<file path="src/rtl/uart_tx_arbiter.sv">
// uart_tx_arbiter
//   Round-robin arbiter and sequencer that shares one UART transmitter among
//   NUM_REQ byte sources. Accepts one byte at a time, issues a one-cycle start
//   pulse, follows the transmitter busy flag through the frame, then enforces
//   an inter-frame gap. A frame whose busy flag never appears is abandoned
//   after START_TIMEOUT clocks and flagged on timeout_err.
//
// Ports
//   clock        system clock, rising edge
//   reset        asynchronous, active-low reset
//   req_valid    per-requester byte pending
//   req_data     packed bytes, requester i at [i*DATA_WIDTH +: DATA_WIDTH]
//   req_ready    one-hot accept strobe (combinational, IDLE only)
//   tx_start     one-cycle start pulse to the UART
//   tx_data      byte to the UART, held from accept until the next accept
//   tx_busy      UART transmitter busy
//   grant_id     index of the last accepted requester
//   active       high whenever the sequencer is not idle
//   timeout_err  one-cycle pulse when a start is abandoned
module uart_tx_arbiter #(
    parameter int NUM_REQ       = 4,
    parameter int DATA_WIDTH    = 8,
    parameter int GAP_CYCLES    = 16,
    parameter int START_TIMEOUT = 1024
) (
    input  logic                            clock,
    input  logic                            reset,
    input  logic [NUM_REQ-1:0]              req_valid,
    input  logic [NUM_REQ*DATA_WIDTH-1:0]   req_data,
    output logic [NUM_REQ-1:0]              req_ready,
    output logic                            tx_start,
    output logic [DATA_WIDTH-1:0]           tx_data,
    input  logic                            tx_busy,
    output logic [$clog2(NUM_REQ)-1:0]      grant_id,
    output logic                            active,
    output logic                            timeout_err
);

    localparam int ID_W = $clog2(NUM_REQ);
    localparam int TMAX = (START_TIMEOUT > GAP_CYCLES) ? START_TIMEOUT : GAP_CYCLES;
    localparam int TW   = $clog2(TMAX + 1);
    localparam logic [TW-1:0] TO_LAST  = TW'(START_TIMEOUT - 1);
    localparam logic [TW-1:0] GAP_LAST = TW'((GAP_CYCLES == 0) ? 0 : GAP_CYCLES - 1);

    typedef enum logic [2:0] {
        IDLE,
        START,
        WAIT_BUSY,
        WAIT_DONE,
        GAP
    } state_t;

    state_t                  state_q, state_d;
    logic [ID_W-1:0]         rr_ptr_q, rr_ptr_d;
    logic [ID_W-1:0]         grant_id_q, grant_id_d;
    logic [DATA_WIDTH-1:0]   tx_data_q, tx_data_d;
    logic [TW-1:0]           timer_q, timer_d;
    logic                    tx_start_q, tx_start_d;
    logic                    active_q, active_d;
    logic                    timeout_err_q, timeout_err_d;

    logic [DATA_WIDTH-1:0]   req_bytes [NUM_REQ];
    logic [ID_W-1:0]         sel;
    logic                    found;
    logic                    accept;

    // Round-robin pick: first valid requester after the last winner, with wrap.
    always_comb begin
        sel   = rr_ptr_q;
        found = 1'b0;
        for (int unsigned off = 1; off <= NUM_REQ; off++) begin
            logic [ID_W-1:0] idx;
            idx = ID_W'((32'(rr_ptr_q) + off) % NUM_REQ);
            if (!found && req_valid[idx]) begin
                found = 1'b1;
                sel   = idx;
            end
        end
        for (int unsigned i = 0; i < NUM_REQ; i++) begin
            req_bytes[i] = req_data[i*DATA_WIDTH +: DATA_WIDTH];
        end
    end

    assign accept = (state_q == IDLE) && !tx_busy && found;

    // Gated by reset so nothing is offered while reset is held low.
    always_comb begin
        for (int unsigned i = 0; i < NUM_REQ; i++) begin
            req_ready[i] = accept && reset && (sel == ID_W'(i));
        end
    end

    always_comb begin
        state_d       = state_q;
        rr_ptr_d      = rr_ptr_q;
        grant_id_d    = grant_id_q;
        tx_data_d     = tx_data_q;
        timer_d       = timer_q;
        tx_start_d    = 1'b0;
        timeout_err_d = 1'b0;
        case (state_q)
            IDLE: begin
                if (accept) begin
                    tx_data_d  = req_bytes[sel];
                    grant_id_d = sel;
                    rr_ptr_d   = sel;
                    tx_start_d = 1'b1;
                    state_d    = START;
                end
            end
            START: begin
                timer_d = '0;
                state_d = WAIT_BUSY;
            end
            WAIT_BUSY: begin
                // Busy in the final cycle wins over the timeout.
                if (tx_busy) begin
                    state_d = WAIT_DONE;
                end else if (timer_q == TO_LAST) begin
                    timeout_err_d = 1'b1;
                    timer_d       = '0;
                    state_d       = GAP;
                end else if (timer_q != '1) begin
                    timer_d = timer_q + TW'(1);
                end
            end
            WAIT_DONE: begin
                if (!tx_busy) begin
                    timer_d = '0;
                    state_d = GAP;
                end
            end
            GAP: begin
                if (timer_q == GAP_LAST) begin
                    timer_d = '0;
                    state_d = IDLE;
                end else begin
                    timer_d = timer_q + TW'(1);
                end
            end
            default: state_d = IDLE;
        endcase
        active_d = (state_d != IDLE);
    end

    always_ff @(posedge clock or negedge reset) begin
        if (!reset) begin
            state_q       <= IDLE;
            rr_ptr_q      <= ID_W'(NUM_REQ - 1);
            grant_id_q    <= '0;
            tx_data_q     <= '0;
            timer_q       <= '0;
            tx_start_q    <= 1'b0;
            active_q      <= 1'b0;
            timeout_err_q <= 1'b0;
        end else begin
            state_q       <= state_d;
            rr_ptr_q      <= rr_ptr_d;
            grant_id_q    <= grant_id_d;
            tx_data_q     <= tx_data_d;
            timer_q       <= timer_d;
            tx_start_q    <= tx_start_d;
            active_q      <= active_d;
            timeout_err_q <= timeout_err_d;
        end
    end

    assign tx_start    = tx_start_q;
    assign tx_data     = tx_data_q;
    assign grant_id    = grant_id_q;
    assign active      = active_q;
    assign timeout_err = timeout_err_q;

endmodule

</file>
<file path="config.mk">
export PLATFORM = sky130hd
export DESIGN_NAME = uart_tx_arbiter
export DESIGN_NICKNAME = d
export VERILOG_FILES = /design/src/rtl/uart_tx_arbiter.sv
export SDC_FILE = /design/constraint.sdc
export NUM_CORES = 1
export LEC_CHECK = 0
export ABC_AREA = 1
export CAP_MARGIN = 20
export CORE_ASPECT_RATIO = 1.2
export CORE_MARGIN = 5
export CORE_UTILIZATION = 25
export CTS_BUF_LIST = sky130_fd_sc_hd__clkbuf_8
export DETAILED_ROUTE_END_ITERATION = 6
export DONT_BUFFER_PORTS = 1
export GPL_TIMING_DRIVEN = 0
export SYNTH_ARGS = -nofsm -noshare
export SYNTH_HDL_FRONTEND = slang
export SYNTH_SLANG_ARGS = --single-unit
</file>
<file path="constraint.sdc">
create_clock -name clock -period 4.6 [get_ports clock]
set_clock_uncertainty 0.1 [all_clocks]
set_input_delay 0 -clock clock [delete_from_list [all_inputs] [get_ports clock]]
set_output_delay 0 -clock clock [all_outputs]
set_load 0.005 [all_outputs]
</file>
* Word level (Yosys, flattened, before mapping) *
Index checks and enable logic that the tools add are counted.

word-level totals
  register bits = 29
  input port bits = 39
  output and inout bits = 17
  logic and storage cells = 88

cells by class
  $add $sub $neg = 5
  magnitude comparators = 5
  equal/unequal tests = 13
  multiplexer cells = 36
  bitwise operators = 1
  reductions and logical operators = 20

operators with widths
  operator                                                              number
  11-bit 2-to-1 mux                                                     5
  11-bit case mux with 4 select lines                                   1
  8-bit binary-select mux with 2-bit select                             1
  8-bit 2-to-1 mux                                                      2
  3-bit 2-to-1 mux                                                      5
  3-bit case mux with 5 select lines                                    1
  1-bit 2-to-1 mux                                                      13
  2-bit by 3-bit < comparator with 1-bit output, second input constant  4
  11-bit by 1-bit adder with 11-bit output, second input constant       1
  11-bit by 10-bit == test with 1-bit output, second input constant     1
  11-bit by 4-bit == test with 1-bit output, second input constant      1
  11-bit != test, second input constant                                 1
  1-bit logical AND                                                     10
  1-bit binary-select mux with 2-bit select                             4
  2-bit 2-to-1 mux                                                      4
  3-bit by 2-bit == test with 1-bit output, second input constant       2
  2-bit by 1-bit adder with 2-bit output, second input constant         2
  2-bit adder, second input constant                                    2
  2-bit == test, second input constant                                  2
  1-bit logical NOT                                                     4
  2-bit != test, second input constant                                  2
  4-bit AND reduction                                                   1
  4-bit nonzero test                                                    1
  3-bit by 1-bit == test with 1-bit output, second input constant       1
  9 further kinds                                                       9

* Longest topological paths before layout *
  depth in word-level cells = 17
  gate-level depth with buffers = 15
  mapped depth without buffers = 13

* Worst setup path before layout *
OpenSTA, ideal clock, no wires.

  path kind = register -> register
  start = reg rr_ptr_q[0]
  end = reg tx_data_q[3], in the netlist tx_data[3]
  setup time = 0.121 ns
  arrival = 1.563 ns
  data required time = 4.379 ns
  setup slack = 2.816 ns
  cell stages (with the launch flop) = 16
  buffers on the path = 2
  clock period less this slack = 1.784 ns
  cell sequence = dfstp_2 -> buf_6 -> inv_8 -> nand2_1 -> nand2_2 -> nand2_1 -> nand2_2 -> nand2_4 -> nand2_2 -> nand2_1 -> nand2_4 -> buf_8 -> nand2_2 -> nand2_1 -> nand2_1 -> nand3_2

between the ends
  word-level cells in the longest chain between the ends = 17
  elaborated cells on any way between the ends = 32
  those cells by class = add/sub: 4; mux: 19; bitwise: 1; reduce/logical: 8

RTL lines
  what                                                 line  RTL
  start: declaration                                   54    logic [ID_W-1:0] rr_ptr_q, rr_ptr_d;
  start signal: assignment                             149   rr_ptr_q <= ID_W'(NUM_REQ - 1);
  start signal: assignment                             158   rr_ptr_q <= rr_ptr_d;
  2-bit by 1-bit adder with 2-bit output               73    idx = ID_W'((32'(rr_ptr_q) + off) % NUM_REQ);
  1-bit binary-select mux with 2-bit select            74    if (!found && req_valid[idx]) begin
  1-bit 2-to-1 mux (not written as such)               74
  1-bit 2-to-1 mux                                     74
  1-bit logical NOT                                    74
  1-bit logical AND                                    74
  1-bit 2-to-1 mux                                     74
  1-bit logical NOT                                    74
  1-bit logical AND                                    74
  1-bit 2-to-1 mux                                     74
  1-bit logical NOT                                    74
  1-bit logical AND                                    74
  2-bit 2-to-1 mux                                     74
  2-bit NOT with 3-bit output (not written as such)    104   tx_data_d = req_bytes[sel];
  8-bit binary-select mux with 2-bit select            104
  8-bit 2-to-1 mux (not written as such) (2 in a row)  104
  end signal: assignment                               160   tx_data_q <= tx_data_d;
  end: declaration                                     56    logic [DATA_WIDTH-1:0] tx_data_q, tx_data_d;

Parallel ways exist; a longest one is shown, timed or not. The select of a mux whose other input is x is not followed.
A chain may end at the register's enable or synchronous reset.

* Worst setup path after layout *
  start = reg rr_ptr_q[0]
  end = reg tx_data_q[2], in the netlist tx_data[2]

Same word-level chain as after synthesis.

==> impl_metrics.csv <==
group,metric,value,unit
global_route,globalRouteOverflowTotal,0,
synth,synth_top_area_share,33.98,%
placed_design,gp_congestion,0.8438,
power_and_ir_drop,leakagePower,1.263,nW
floorplan,die_area,9843,um^2
power_and_ir_drop,p_per_area,726.4,nW/um^2
clocking,path_clk_slew,70,ps
synth,yosysTopAreaCell,"dfrtp_1",
timing,fin_ws,1521,ps
worst_setup_path,reg2regPathDepth,17,
route,drt_iter0_markers,93,
global_route,grt_max_degree,30,
route,viasPerCell,4.535,
worst_setup_path,crit_fanout,10,
global_route,antenna_found_initial,0,
synth,synth-seq-cells,29,
worst_setup_path,cp.required,4660,ps
power_and_ir_drop,power,1.791,mW
timing,finalCritPeriodShare,66.93,%
floorplan,fp-row-count,35,
clocking,postCtsResizedCells,0,
clocking,numCtsBuffers,5,
route,drtPass1Iterations,4,
cells_and_area,final_util,32.00,%
worst_setup_path,timing.rr.end,"tx_data[2]$_DFFE_PN0P_",
placed_design,port-buffer-count,0,
status,outcome,"complete, no violations",
hold_path,min-delay-start,"reset",
timing,finalCriticalPeriod,3079,ps
cells_and_area,nFillCells,827,
synth,syn_avg_cell_area,7.177,um^2
worst_setup_path,r2r_start,"rr_ptr_q[0]$_DFFE_PN1P_",
placed_design,hpwlAfterDp,3713,um
worst_setup_path,path_cells,"buf_6 > inv_8 > nand2_1 > nand2_1 > nand2_1 > nand2_2 > inv_4 > nand2_2 > nand2_1 > nand2_4 > buf_8 > nand2_1 > nand2_1 > dlygate4sd3_1 > nand2_1 > nand3_2 > dlygate4sd3_1",
hold_path,hold_path_class,"input pin to primary output",
synth,synth_nets,317,
floorplan,core,7707,um^2
synth,synth_cell_types,33,
timing,hold_violations,0,
worst_setup_path,cp_common_cell,"nand2_1",
floorplan,pin_count,56,
cells_and_area,postLayoutCellArea,2466,um^2
synth,synth_seq_area_share,36.63,%
synth,synth.area.top_cells,"dfrtp_1 34%, nand2_1 23%, nand3_1 4.8%",
synth,syn_inst,277,
worst_setup_path,cp-start-kind,"register",
placed_design,dp.cells,369,
floorplan,fp.dieW,91.41,um
placed_design,post-place-ws,2566,ps
timing,final-max-slew-violation-count,0,
worst_setup_path,regToRegSetupSlack,1520,ps
timing,hold_ws,48.58,ps
synth,synth_common_cells,"124 x nand2_1, 27 x dfrtp_1, 19 x nand3_1",
clocking,h-tree-depth,2,
timing,fin_setup_tns,0,ps
floorplan,start_util,25.80,%
worst_setup_path,crit_path_start,"rr_ptr_q[0]$_DFFE_PN1P_",
run,drv_cap,0,
global_route,use_met2,20.78,%
synth,yosysMostFrequentCell,"nand2_1",
synth,synthFlopType,"dfrtp_1",
global_route,use_met3,2.238,%
clocking,cts_tree,"built",
cells_and_area,layout.nets,351,
power_and_ir_drop,ir_drop,278.9,uV
route,drc,0,
placed_design,placed_area,2103,um^2
cells_and_area,antenna_cells,0,
route,avgRoutedWirePerCell,12.92,um
global_route,grt_pass1_wl,8680,um
route,via_count,1832,
global_route,grt_pass1_vias,1846,
timing,worst_slew_pin_slew,345.2,ps
clocking,insertion_delay,280,ps
timing,timing.final.setup_violations,0,
global_route,use_met1,11.82,%
hold_path,hold_depth,2,
floorplan,die_h,107.7,um
route,drt_wl_total,5220,um
global_route,busiest_layer,"met2",
hold_path,min_to,"req_ready[1]",
global_route,track_usage,11.10,%
timing,rsz0062_at_grt,"false",
cells_and_area,drive_gt1_share,15.71,%
clocking,cts_sinks,29,
worst_setup_path,slowest_delay,560,ps
cells_and_area,syn_to_final_growth,24.04,%
worst_setup_path,worst_ep_arrival_time,3140,ps
worst_setup_path,crit_path_top_delay_cell,"dlygate4sd3_1",
clocking,root_buffer,"clkbuf_8",
synth,syn-cell-area,1988,um^2
worst_setup_path,worstSetupEndpointType,"register",
synth,synth_edf_count,0,
cells_and_area,final_cell_count_no_fill,404,
timing,fmax,0.3248,GHz
clocking,clock_path_buffers,2,
worst_setup_path,worst-setup-path-type,"register to register",
synth,yosysWarnings,0,
route,final_antenna_net_count,0,
timing,slew_headroom,76.91,%
clocking,post-cts-setup-buffers,0,
synth,async_flop_share,100.0,%
## layout by cell type, fill, tap and decap left out, drive strengths merged, types with 5 or more instances in the layout
| cell | netlist | routed |
|---|---|---|
| dfrtp | 27 | 27 |
| nor3 | 5 | 5 |
| nand2 | 139 | 139 |
| inv | 22 | 23 |
| dlygate4sd3 | 0 | 26 |
| clkbuf | 0 | 5 |
| nand3 | 27 | 27 |
| nor2 | 20 | 20 |
| buf | 5 | 6 |
| o21ai | 11 | 11 |
| a21oi | 6 | 6 |
## cell families (layout without fill, tap and decap cells)
| kind of cell | Yosys count | after routing | share of synthesized area (%) |
|---|---|---|---|
| AO/OA/AOI/OAI | 22 | 22 | 7.112 |
| XOR/XNOR | 3 | 3 | 1.322 |
| adder cells (fa/ha/maj) | 1 | 1 | 0.6292 |
| buffers and inverters | 27 | 62 | 7.489 |
| flip-flops | 29 | 29 | 36.63 |
| AND/OR/NAND/NOR | 195 | 195 | 46.82 |
## state kept, by name (all words and copies together) (netlist names)
register / count
active: 1
grant_id: 2
rr_ptr_q: 2
state_q: 3
timeout_err: 1
timer_q: 11
tx_data: 8
tx_start: 1
## worst max-delay path, delay by kind of cell (launching register included)
family	cells	cell delay [ps]
buffers and inverters	6	1540
DFF	1	530
and+or+nand+nor	11	760
## how the worst max path moves through the flow
stage	endpoint	slack [ps]	cells past startpoint
after floorplan	tx_data[3]$_DFFE_PN0P_	2820	15
after global placement	timer_q[10]$_DFFE_PN0P_	2600	10
after detailed placement	timer_q[10]$_DFFE_PN0P_	2570	10
after CTS	tx_data[1]$_DFFE_PN0P_	1540	17
after global routing	tx_data[7]$_DFFE_PN0P_	1310	17
final	tx_data[2]$_DFFE_PN0P_	1520	17
## what timing repair did
item / CTS / global route
hold buffers: 27 / 0
endpoints found under the hold margin: 42 / 0
setup endpoints to repair: 0 / 0
## cell type report
type,instances,area (um^2),share of cell area (%)
buffer,5,56.30,2.283
clock buffer,5,68.82,2.790
clock inverter,3,13.76,0.5581
inverter,22,92.59,3.754
multi-input combinational,221,1111,45.05
sequential,29,728.2,29.53
tap,92,115.1,4.668
timing repair buffer,27,280.3,11.36
## power by group
| group | leakage, nW | total, mW | switching, mW | internal [mW] |
|---|---|---|---|---|
| Clock | 0.0491 | 0.205 | 0.103 | 0.102 |
| Combinational | 0.839 | 1.18 | 0.690 | 0.490 |
| Sequential | 0.375 | 0.406 | 0.0686 | 0.337 |
| Total | 1.26 | 1.79 | 0.861 | 0.930 |
## metal layers
layer | vias to the layer above | share of wire (%)
met5 | - | 0
met3 | 8 | 3.9
met1 | 836 | 39
met2 | 41 | 55
li1 | 947 | -
met4 | 0 | 2.1
(Power assumes the default switching activity.)
